--- src/rtl/dm_access_ctrl_pkg.sv ---
// dm_access_pkg: shared op and state encodings for the data-memory access controller
package dm_access_pkg;
    typedef enum logic [2:0] {
        OP_W  = 3'b000,
        OP_H  = 3'b001,
        OP_HU = 3'b010,
        OP_B  = 3'b011,
        OP_BU = 3'b100
    } op_t;
    typedef enum logic {
        CLEAR = 1'b0,
        RUN   = 1'b1
    } state_t;
    localparam int WAIT_W = 4;
endpackage

--- src/rtl/dm_access_ctrl_if.sv ---
// dm_access_ctrl_if: CPU, DMA and memory-port signals of the access controller
interface dm_access_ctrl_if
    import dm_access_pkg::*;
#(
    parameter int ADDR_W = 11
);
    logic              cpu_req;
    logic              cpu_we;
    op_t               cpu_op;
    logic [31:0]       cpu_addr;
    logic [31:0]       cpu_wdata;
    logic [31:0]       cpu_rdata;
    logic              cpu_stall;
    logic              cpu_adel;
    logic              cpu_ades;
    logic              dma_req;
    logic              dma_we;
    logic [ADDR_W-1:0] dma_addr;
    logic [31:0]       dma_wdata;
    logic [31:0]       dma_rdata;
    logic              dma_ack;
    logic              busy;
    logic              dm_we;
    logic [3:0]        dm_be;
    logic [ADDR_W-1:0] dm_a;
    logic [31:0]       dm_wd;
    logic [31:0]       dm_rd;
    modport slave (
        input  cpu_req, cpu_we, cpu_op, cpu_addr, cpu_wdata,
        input  dma_req, dma_we, dma_addr, dma_wdata, dm_rd,
        output cpu_rdata, cpu_stall, cpu_adel, cpu_ades,
        output dma_rdata, dma_ack, busy, dm_we, dm_be, dm_a, dm_wd
    );
    modport master (
        output cpu_req, cpu_we, cpu_op, cpu_addr, cpu_wdata,
        output dma_req, dma_we, dma_addr, dma_wdata, dm_rd,
        input  cpu_rdata, cpu_stall, cpu_adel, cpu_ades,
        input  dma_rdata, dma_ack, busy, dm_we, dm_be, dm_a, dm_wd
    );
endinterface

--- src/rtl/dm_access_ctrl_lane_unit.sv ---
// dm_lane_unit: byte enables, load extraction/extension and misalignment for CPU ops
module dm_lane_unit
    import dm_access_pkg::*;
(
    input  op_t         i_op,
    input  logic [1:0]  i_lane,
    input  logic [31:0] i_rd,
    output logic [3:0]  o_be,
    output logic [31:0] o_rdata,
    output logic        o_mis
);
    logic [15:0] w_half;
    logic [7:0]  w_byte;
    // select the addressed lane and derive enables, extended data and alignment
    always_comb begin
        w_half  = i_lane[1] ? i_rd[31:16] : i_rd[15:0];
        w_byte  = i_rd[{i_lane, 3'b000} +: 8];
        o_mis   = (i_op == OP_W && i_lane != 2'b00) || ((i_op == OP_H || i_op == OP_HU) && i_lane[0]);
        o_be    = (i_op == OP_W) ? 4'b1111 :
                  (i_op == OP_H || i_op == OP_HU) ? (i_lane[1] ? 4'b1100 : 4'b0011) :
                  4'b0001 << i_lane;
        o_rdata = (i_op == OP_W)  ? i_rd :
                  (i_op == OP_H)  ? {{16{w_half[15]}}, w_half} :
                  (i_op == OP_HU) ? {16'h0, w_half} :
                  (i_op == OP_B)  ? {{24{w_byte[7]}}, w_byte} :
                  (i_op == OP_BU) ? {24'h0, w_byte} : 32'h0;
    end
endmodule

--- src/rtl/dm_access_ctrl.sv ---
// dm_access_ctrl: shares the data-memory port between CPU and DMA and zero-fills it after reset
module dm_access_ctrl
    import dm_access_pkg::*;
#(
    parameter int ADDR_W         = 11,
    parameter int MAX_WAIT       = 4,
    parameter bit CLEAR_ON_RESET = 1'b1
) (
    input logic             clk,
    input logic             reset,
    dm_access_ctrl_if.slave bus
);
    localparam logic [WAIT_W-1:0] W_MAX = WAIT_W'(MAX_WAIT);
    localparam state_t S_RST = CLEAR_ON_RESET ? CLEAR : RUN;
    state_t            r_state, w_next;
    logic [ADDR_W-1:0] r_clr_cnt;
    logic [WAIT_W-1:0] r_wait;
    logic              r_ack;
    logic [31:0]       r_dma_rdata;
    logic              w_run, w_dma_win, w_cpu_win, w_cpu_acc, w_mis;
    logic [3:0]        w_be;
    logic [31:0]       w_rdata;

    dm_lane_unit u_lane (
        .i_op    (bus.cpu_op),
        .i_lane  (bus.cpu_addr[1:0]),
        .i_rd    (bus.dm_rd),
        .o_be    (w_be),
        .o_rdata (w_rdata),
        .o_mis   (w_mis)
    );

    assign bus.dma_ack   = r_ack;
    assign bus.dma_rdata = r_dma_rdata;
    assign bus.busy      = !w_run;

    // state, clear/wait counters and registered DMA response
    always_ff @(posedge clk or posedge reset) begin
        if (reset) begin
            r_state     <= S_RST;
            r_clr_cnt   <= '0;
            r_wait      <= '0;
            r_ack       <= 1'b0;
            r_dma_rdata <= '0;
        end else begin
            r_state     <= w_next;
            r_clr_cnt   <= w_run ? r_clr_cnt : r_clr_cnt + 1'b1;
            r_wait      <= w_dma_win ? '0 : (w_run && bus.dma_req && r_wait != W_MAX) ? r_wait + 1'b1 : r_wait;
            r_ack       <= w_dma_win;
            r_dma_rdata <= w_dma_win ? bus.dm_rd : r_dma_rdata;
        end
    end

    // next state, arbitration and memory-port mux; a misaligned CPU access is granted but touches nothing
    always_comb begin
        w_run         = r_state == RUN;
        w_next        = (!w_run && r_clr_cnt == '1) ? RUN : r_state;
        w_dma_win     = w_run && bus.dma_req && (!bus.cpu_req || r_wait == W_MAX);
        w_cpu_win     = w_run && bus.cpu_req && !w_dma_win;
        w_cpu_acc     = w_cpu_win && !w_mis;
        bus.cpu_stall = bus.cpu_req && !w_cpu_win;
        bus.cpu_adel  = w_cpu_win && w_mis && !bus.cpu_we;
        bus.cpu_ades  = w_cpu_win && w_mis && bus.cpu_we;
        bus.cpu_rdata = (w_cpu_acc && !bus.cpu_we) ? w_rdata : 32'h0;
        bus.dm_we     = !w_run || (w_dma_win && bus.dma_we) || (w_cpu_acc && bus.cpu_we);
        bus.dm_be     = (!w_run || w_dma_win) ? 4'b1111 : w_cpu_acc ? w_be : 4'b0000;
        bus.dm_a      = !w_run ? r_clr_cnt : w_dma_win ? bus.dma_addr :
                        w_cpu_acc ? bus.cpu_addr[ADDR_W+1:2] : '0;
        bus.dm_wd     = w_dma_win ? bus.dma_wdata : (w_cpu_acc && bus.cpu_we) ? bus.cpu_wdata : 32'h0;
    end
endmodule

--- src/flat_wrapper.sv ---
// flat-port wrapper written by rule: the top's interface ports become plain ports
module dm_access_ctrl_flat import dm_access_pkg::*;
#(
    parameter int ADDR_W         = 11,
    parameter int MAX_WAIT       = 4,
    parameter bit CLEAR_ON_RESET = 1'b1
)
  (clk, reset, bus_cpu_req, bus_cpu_we, bus_cpu_op, bus_cpu_addr, bus_cpu_wdata, bus_dma_req, bus_dma_we, bus_dma_addr, bus_dma_wdata, bus_dm_rd, bus_cpu_rdata, bus_cpu_stall, bus_cpu_adel, bus_cpu_ades, bus_dma_rdata, bus_dma_ack, bus_busy, bus_dm_we, bus_dm_be, bus_dm_a, bus_dm_wd);
  dm_access_ctrl_if #(.ADDR_W(ADDR_W)) bus_i ();
  input logic clk;
  input logic reset;
  input wire logic [$bits(bus_i.cpu_req)-1:0] bus_cpu_req;
  input wire logic [$bits(bus_i.cpu_we)-1:0] bus_cpu_we;
  input wire logic [$bits(bus_i.cpu_op)-1:0] bus_cpu_op;
  input wire logic [$bits(bus_i.cpu_addr)-1:0] bus_cpu_addr;
  input wire logic [$bits(bus_i.cpu_wdata)-1:0] bus_cpu_wdata;
  input wire logic [$bits(bus_i.dma_req)-1:0] bus_dma_req;
  input wire logic [$bits(bus_i.dma_we)-1:0] bus_dma_we;
  input wire logic [$bits(bus_i.dma_addr)-1:0] bus_dma_addr;
  input wire logic [$bits(bus_i.dma_wdata)-1:0] bus_dma_wdata;
  input wire logic [$bits(bus_i.dm_rd)-1:0] bus_dm_rd;
  output wire logic [$bits(bus_i.cpu_rdata)-1:0] bus_cpu_rdata;
  output wire logic [$bits(bus_i.cpu_stall)-1:0] bus_cpu_stall;
  output wire logic [$bits(bus_i.cpu_adel)-1:0] bus_cpu_adel;
  output wire logic [$bits(bus_i.cpu_ades)-1:0] bus_cpu_ades;
  output wire logic [$bits(bus_i.dma_rdata)-1:0] bus_dma_rdata;
  output wire logic [$bits(bus_i.dma_ack)-1:0] bus_dma_ack;
  output wire logic [$bits(bus_i.busy)-1:0] bus_busy;
  output wire logic [$bits(bus_i.dm_we)-1:0] bus_dm_we;
  output wire logic [$bits(bus_i.dm_be)-1:0] bus_dm_be;
  output wire logic [$bits(bus_i.dm_a)-1:0] bus_dm_a;
  output wire logic [$bits(bus_i.dm_wd)-1:0] bus_dm_wd;
  assign bus_i.cpu_req = bus_cpu_req;
  assign bus_i.cpu_we = bus_cpu_we;
  assign bus_i.cpu_op = bus_cpu_op;
  assign bus_i.cpu_addr = bus_cpu_addr;
  assign bus_i.cpu_wdata = bus_cpu_wdata;
  assign bus_i.dma_req = bus_dma_req;
  assign bus_i.dma_we = bus_dma_we;
  assign bus_i.dma_addr = bus_dma_addr;
  assign bus_i.dma_wdata = bus_dma_wdata;
  assign bus_i.dm_rd = bus_dm_rd;
  assign bus_cpu_rdata = bus_i.cpu_rdata;
  assign bus_cpu_stall = bus_i.cpu_stall;
  assign bus_cpu_adel = bus_i.cpu_adel;
  assign bus_cpu_ades = bus_i.cpu_ades;
  assign bus_dma_rdata = bus_i.dma_rdata;
  assign bus_dma_ack = bus_i.dma_ack;
  assign bus_busy = bus_i.busy;
  assign bus_dm_we = bus_i.dm_we;
  assign bus_dm_be = bus_i.dm_be;
  assign bus_dm_a = bus_i.dm_a;
  assign bus_dm_wd = bus_i.dm_wd;
  dm_access_ctrl #(.ADDR_W(ADDR_W), .MAX_WAIT(MAX_WAIT), .CLEAR_ON_RESET(CLEAR_ON_RESET)) u_core (.clk(clk), .reset(reset), .bus(bus_i));
endmodule
--- config.mk ---
export PLATFORM = sky130hd
export DESIGN_NAME = dm_access_ctrl_flat
export DESIGN_NICKNAME = d
export VERILOG_FILES = /design/src/rtl/dm_access_ctrl_pkg.sv /design/src/rtl/dm_access_ctrl_if.sv /design/src/rtl/dm_access_ctrl_lane_unit.sv /design/src/rtl/dm_access_ctrl.sv /design/src/flat_wrapper.sv
export SDC_FILE = /design/constraint.sdc
export NUM_CORES = 1
export LEC_CHECK = 0
export ABC_AREA = 1
export ABC_CLOCK_PERIOD_IN_PS = 2100
export CAP_MARGIN = 40
export CELL_PAD_IN_SITES_DETAIL_PLACEMENT = 0
export CELL_PAD_IN_SITES_GLOBAL_PLACEMENT = 1
export CORE_ASPECT_RATIO = 2
export CORE_MARGIN = 4
export CORE_UTILIZATION = 23
export DETAILED_ROUTE_END_ITERATION = 10
export PLACE_DENSITY_LB_ADDON = 0.1
export SLEW_MARGIN = 25
export SYNTH_ARGS = -nofsm -noshare
export SYNTH_HDL_FRONTEND = slang
export SYNTH_SLANG_ARGS = --single-unit
--- constraint.sdc ---
create_clock -name clk -period 2.1 [get_ports clk]
set_input_delay 0.315 -clock clk [delete_from_list [all_inputs] [get_ports clk]]
set_output_delay 0.315 -clock clk [all_outputs]
set_load 0.005 [all_outputs]
==> results.py <==
metrics = {
    "outcome": {
        "status": "finished, violations left",
        "violations": "negative setup slack",
    },
    "timing": {
        "fin_worst_skew_ns": 0.0141,
        "finalCritPeriodShare": 1.15,
        "drv_slew": 0,
        "setup_violations": 79,
        "period_minus_slack_ns": 2.42,
        "rsz0062_at_grt": "true",
        "hold_viol": 0,
        "worst_slack_ns": -0.322,
        "relSlewSlack": 0.519,
        "fmax_mhz": 413,
        "worst_slew_pin_slew_ns": 0.721,
    },
    "setup_path": {
        "cp-end-kind": "primary output",
        "r2r_slack_ns": 0.34,
        "crit_start": "u_core.r_wait[0]",
        "path_class": "reg -> out",
        "crit_fanout": 3,
        "worstSetupEndpoint": "bus_dm_a[6]",
        "cp-start-kind": "flop",
        "worstPathArrival_ns": 2.11,
        "r2r-start": "u_core.r_state",
        "worstPathRequired_ns": 1.78,
        "r2r_cells": 8,
        "worstReg2RegEnd": "u_core.r_clr_cnt[7]",
    },
    "finish": {
        "fill_cells": 1713,
        "area_delta_synth_final_pct": 113,
        "multi_input_area_um2": 2770,
        "drive_gt1_frac": 0.379,
        "diodes": 0,
        "layoutNonFillerInstCount": 1202,
        "nets": 1145,
        "regArea_um2": 1230,
    },
    "placed_design": {
        "hpwlAfterDp_um": 15600,
        "place.gp.congestion": 0.865,
        "dp.cells": 1116,
        "port_buffers": 245,
    },
    "drt": {
        "wl_um": 20700,
        "via_count": 5420,
        "drtIter0Drc": 185,
        "dr.pass1.iters": 4,
        "post-route-drc-count": 0,
        "wl_per_cell_um": 17.3,
        "vias_per_cell": 4.51,
        "ant_nets": 0,
    },
    "synth": {
        "synth_cell_type_count": 28,
        "synth_nets": 768,
        "synth-seq-cells": 49,
        "ys_warn_count": 0,
        "yosysSeqAreaShare": 0.314,
        "synth_area_um2": 3910,
        "syn_inst": 617,
        "syn_avg_cell_area_um2": 6.33,
    },
    "clock_tree": {
        "cts_buffer_depth": 2,
        "htreeDepth": 2,
        "numCtsBuffers": 5,
        "cts_tree": "built",
        "root_buffer": "clkbuf_16",
        "cts.sinks": 49,
        "clk_latency_ns": 0.30,
        "clk_pin_slew_worst_paths_ns": 0.08,
    },
    "power_and_ir_drop": {
        "power_leakage_nw": 4.21,
        "finalPower_mw": 2.44,
        "peakVddDrop_mv": 0.402,
        "power.density_nw_per_um2": 293,
    },
    "grt": {
        "antenna_found_initial": 0,
        "overflow": 0,
        "grt_usage": 0.205,
        "grt_pass1_wl_um": 30800,
        "grt_pass1_vias": 5640,
        "grt_max_degree": 35,
    },
    "die": {
        "start_util": 0.233,
        "core_area_um2": 16800,
        "ios": 265,
        "die_w_um": 100,
        "die_h_um": 192,
        "die_area_um2": 19300,
        "num_rows": 67,
    },
    "run": {
        "maxCapViolCount": 0,
    },
    "min_path": {
        "hold_class": "in -> async",
    },
}
## cell type report
type / instances / share of cell area
well taps: 207 / 0.0311
flip-flops and latches: 49 / 0.147
multi-input cells: 486 / 0.332
inverters: 55 / 0.0266
repair buffers: 397 / 0.444
clock buffers: 5 / 0.0150
clock inverters: 3 / 0.00405
## cells in the final DEF, fill, tap and decap left out, types with 36 or more instances in the layout
| cell | netlist | routed |
|---|---|---|
| inv_1 | 47 | 41 |
| dfrtp_1 | 49 | 49 |
| buf_2 | 9 | 63 |
| buf_4 | 5 | 84 |
| buf_6 | 3 | 61 |
| nand3_2 | 19 | 42 |
| clkdlybuf4s50_1 | 0 | 155 |
| nor2_1 | 77 | 48 |
| nand2_1 | 244 | 220 |
| o21ai_0 | 39 | 36 |
## worst min-delay path by stage
stage	start	endpoint	slack [ns]
after floorplan	bus_dm_rd[0]	u_core.bus.dma_rdata[0]	0.42
after global routing	reset	u_core.r_wait[3]	0.37
after CTS	reset	u_core.r_wait[3]	0.34
after detailed placement	u_core.bus.dma_rdata[25]	u_core.bus.dma_rdata[25]	0.47
after global placement	u_core.bus.dma_rdata[28]	u_core.bus.dma_rdata[28]	0.47
final	reset	u_core.r_wait[3]	0.33
## synthesized netlist by cell type (all sizes together)
library cell / count / share of area
ha: 3 / 0.0096
nor2: 80 / 0.082
dfrtp: 49 / 0.31
inv: 55 / 0.054
nand3: 75 / 0.12
nand2: 256 / 0.27
o21ai: 40 / 0.051
nand4: 3 / 0.0048
xnor2: 3 / 0.0067
xor2: 7 / 0.016
buf: 20 / 0.044
a21oi: 11 / 0.014
nor3: 4 / 0.0064
clkbuf: 10 / 0.0096
o31ai: 1 / 0.0019
## metrics by stage
step / utilization / setup WS, ns / setup TNS, ns / area [um2] / hold slack (ns)
final: 0.497 / -0.322 / -16.04 / 8340 / 0.331
after floorplan: - / 0.337 / 0 / 3910 / 0.425
after global placement: 0.420 / -0.713 / -42.92 / 7040 / 0.469
after global routing: 0.497 / -0.413 / -22.84 / 8340 / 0.373
after detailed placement: 0.420 / -0.735 / -43.74 / 7040 / 0.470
after CTS: 0.475 / -0.434 / -16.18 / 7970 / 0.344
## registers in the layout (all words and copies together), names as in the netlist
register and cells:
u_core.bus.dma_ack 1, u_core.bus.dma_rdata 32, u_core.r_clr_cnt 11, u_core.r_state 1
u_core.r_wait 4
## kinds of logic (layout without fill, tap and decap cells)
family / count (synthesis) / after routing / synth area share
buffers and inverters: 85 / 460 / 0.108
DFF: 49 / 49 / 0.314
and+or+nand+nor: 418 / 421 / 0.479
adders and majority gates: 3 / 3 / 0.00961
AOI/OAI and AO/OA: 52 / 52 / 0.0673
xor gates and xnor gates: 10 / 10 / 0.0224
## layer usage
layer  track usage  wire (um)  share of wire  vias up
met3        0.0286       1100          0.053       25
met5             0          0              0        -
met4        0.0571        396          0.019        0
li1              -          -              -     2678
met1         0.206       6880           0.33     2530
met2         0.420      12400           0.60      187
## worst max-delay path, cell delays in order, from the launching register on
cell and delay (ns):
dfrtp_1 0.40, inv_2 0.09, ha_4 0.13, nand3_2 0.05, nand2_2 0.08, nand2_4 0.08, nand2_8 0.08, nor2_8 0.05
buf_6 0.14, buf_8 0.12, buf_6 0.12, buf_6 0.11, buf_6 0.11, nand2_2 0.05, nand3_2 0.06, buf_2 0.13
## report_power, final
group	total [mW]	switching (mW)	internal, mW
combinational	0.637	0.297	0.340
clock	0.864	0.407	0.457
sequential	0.943	0	0.943
total	2.44	0.704	1.74
## repair_timing
action	4_1_cts	5_1_grt
buffers inserted	52	27
endpoints found under the setup margin	83	85
gates cloned	8	0
pin swaps	38	29
hold buffers	0	0
gates resized for setup	451	98
No activity file was read; power rests on OpenSTA's default activity.
==> RTL change, RTL diff (same settings) <==
Make the reset (`reset`) synchronous in one clocked block.
--- a/src/rtl/dm_access_ctrl.sv
+++ b/src/rtl/dm_access_ctrl.sv
@@ -36,5 +36,5 @@
 
     // state, clear/wait counters and registered DMA response
-    always_ff @(posedge clk or posedge reset) begin
+    always_ff @(posedge clk) begin
         if (reset) begin
             r_state     <= S_RST;
Function: differs if reset is asserted again (counterexample within 4 cycles, from zero or initial values and one cycle with reset high); with reset held inactive, the same outputs for 10 cycles.
==> RTL change against the unedited design <==
  * The run still ends with setup timing left
  * Area after synthesis decreased by 10%
  * Sequential cell count unchanged
  * Total power increased by 0.17%
  * Worst setup slack improved by 0.16 ns
  * Final cell count decreased by 4.3%
  * Sequential share of layout area decreased by 2.3 points
  * Routed wire length decreased by 0.27%
  * Via count decreased by 0.42%
  * Cell area decreased by 4.9%
  * Global-route usage increased by 2.0 points
  * Register-to-register slack got worse by 0.03 ns
  * Non-clock buffer count decreased by 26
  * Clock power decreased by 4.1%
  * Clock skew decreased by 0.0092 ns
==> RTL change: results (changes against the unedited design) <==
| Metric | Value |
|---|---|
| Peak supply drop | 255.8 uV (-36%) |
| Met2 wire len | 11760 um (-4.8%) |
| Largest net degree at the start of global routing | 26 (-26%) |
| Vias | 5397 (-0.42%) |
| Vias in the first global route | 5589 (-0.90%) |
| Area Overhead vs Synth | 126.4% |
| Slowest CP cell | dfxtp_2 |
| Buffer share of cell area | 44.06% (-0.35 points) |
| DP Worst Slack | -0.7814 ns (-0.04663 ns) |
| Seq. pwr | 939 uW (-0.4%) |
| First-pass GRT wire length | 29860 um (-3.0%) |
| Final worst setup slack | -0.1595 ns (+0.1630 ns) |
| Max stage delay on crit path | 0.34 ns (-0.06 ns) |
| Failing checks | setup timing |
| Hold depth | 2 |
| R2R cell count | 12 (+4) |
| Status | finished, violations left |
| Reg2reg start | u_core.r_wait[0] |
| Setup bufs post-CTS | 30 (-42%) |
| Static Leak | 3.682 nW (-13%) |
| R2r endpoint | u_core.bus.dma_rdata[7] |
| Largest cells by area after synthesis | dfxtp_1 (28%), nand2_1 (20%), nand3_1 (13%), nor2_1 (7.0%), o21ai_0 (6.9%) |
| Avg WL per Cell | 17.99 um (+4.2%) |
| Fin nets | 1105 (-3.5%) |
| Total GRT Usage | 22.47% (+2.0 points) |
| Placer Congestion | 0.8784 (+1.6%) |
| Placed inst area | 6774 um^2 (-3.8%) |
| Metal-1 WL | 6532 um (-5.1%) |
| Comb pwr | 680 uW (+6.8%) |
| Fill count | 1439 (-16%) |
| Synth cell count leaders | nand2_1 (190), nand3_1 (93), nor2_1 (65), inv_1 (55), dfxtp_1 (49) |
| CP Data Arrival Time | 1.94 ns (-0.17 ns) |
| Layout Skew | 0.004887 ns (-0.009219 ns) |
| Final setup violation count | 79 (unchanged) |
| Synthesized area per cell | 5.749 um^2 (-9.2%) |
| FF/Latch Area | 983.4 um^2 (-20%) |
| Reg2reg setup slack | 0.31 ns (-0.03 ns) |
| Critical Path End | bus_dm_wd[29] |
| Post-cts sizing count | 461 (+2.2%) |
| DP HPWL | 15170 um (-2.8%) |
| Net Switching | 699.6 uW (-0.67%) |
| Critical path peak fanout | 6 (+3) |
| Fin cells | 1150 (-4.3%) |
| Worst Hold Class | reg -> reg |
| Fraction of area in multi-input gates | 35.41% (+2.2 points) |
| Setup tns final | -5.570 ns (+10.47 ns) |
| Critical path launch point type | flop |
| FFs w/ async S/R, synth | 0% (-100 points) |
| Seq/Total Area, Yosys | 28.02% (-3.4 points) |
| Net Sw Frac | 28.58% (-0.24 points) |
| Non-clock inverter total of the final layout | 61 (+11%) |
| Final-layout clock buffer total | 6 (+1) |
## RTL change: how the worst min path moves through the flow
| stage | to | slack [ns] |
|---|---|---|
| 2_1_floorplan | u_core.r_clr_cnt[10] | 0.45 |
| 3_3_place_gp | u_core.bus.dma_rdata[31] | 0.45 |
| 3_5_place_dp | u_core.bus.dma_rdata[29] | 0.46 |
| 4_1_cts | u_core.bus.dma_rdata[29] | 0.47 |
| 5_1_grt | u_core.bus.dma_rdata[29] | 0.48 |
| 6_report | u_core.bus.dma_rdata[29] | 0.46 |
## RTL change: per-layer routing
layer	track usage [%]	vias up
met1	20.28	2463
li1	-	2640
met5	0	-
met2	45.66	250
met3	3.878	44
met4	10.01	0
## RTL change: kinds of logic after synthesis
group / share of synthesized area, %
AO/OA/AOI/OAI: 13.19
XOR/XNOR: 1.001
adder cells (fa/ha/maj): 1.072
buffers and inverters: 11.51
flip-flops: 28.02
AND/OR/NAND/NOR: 45.21
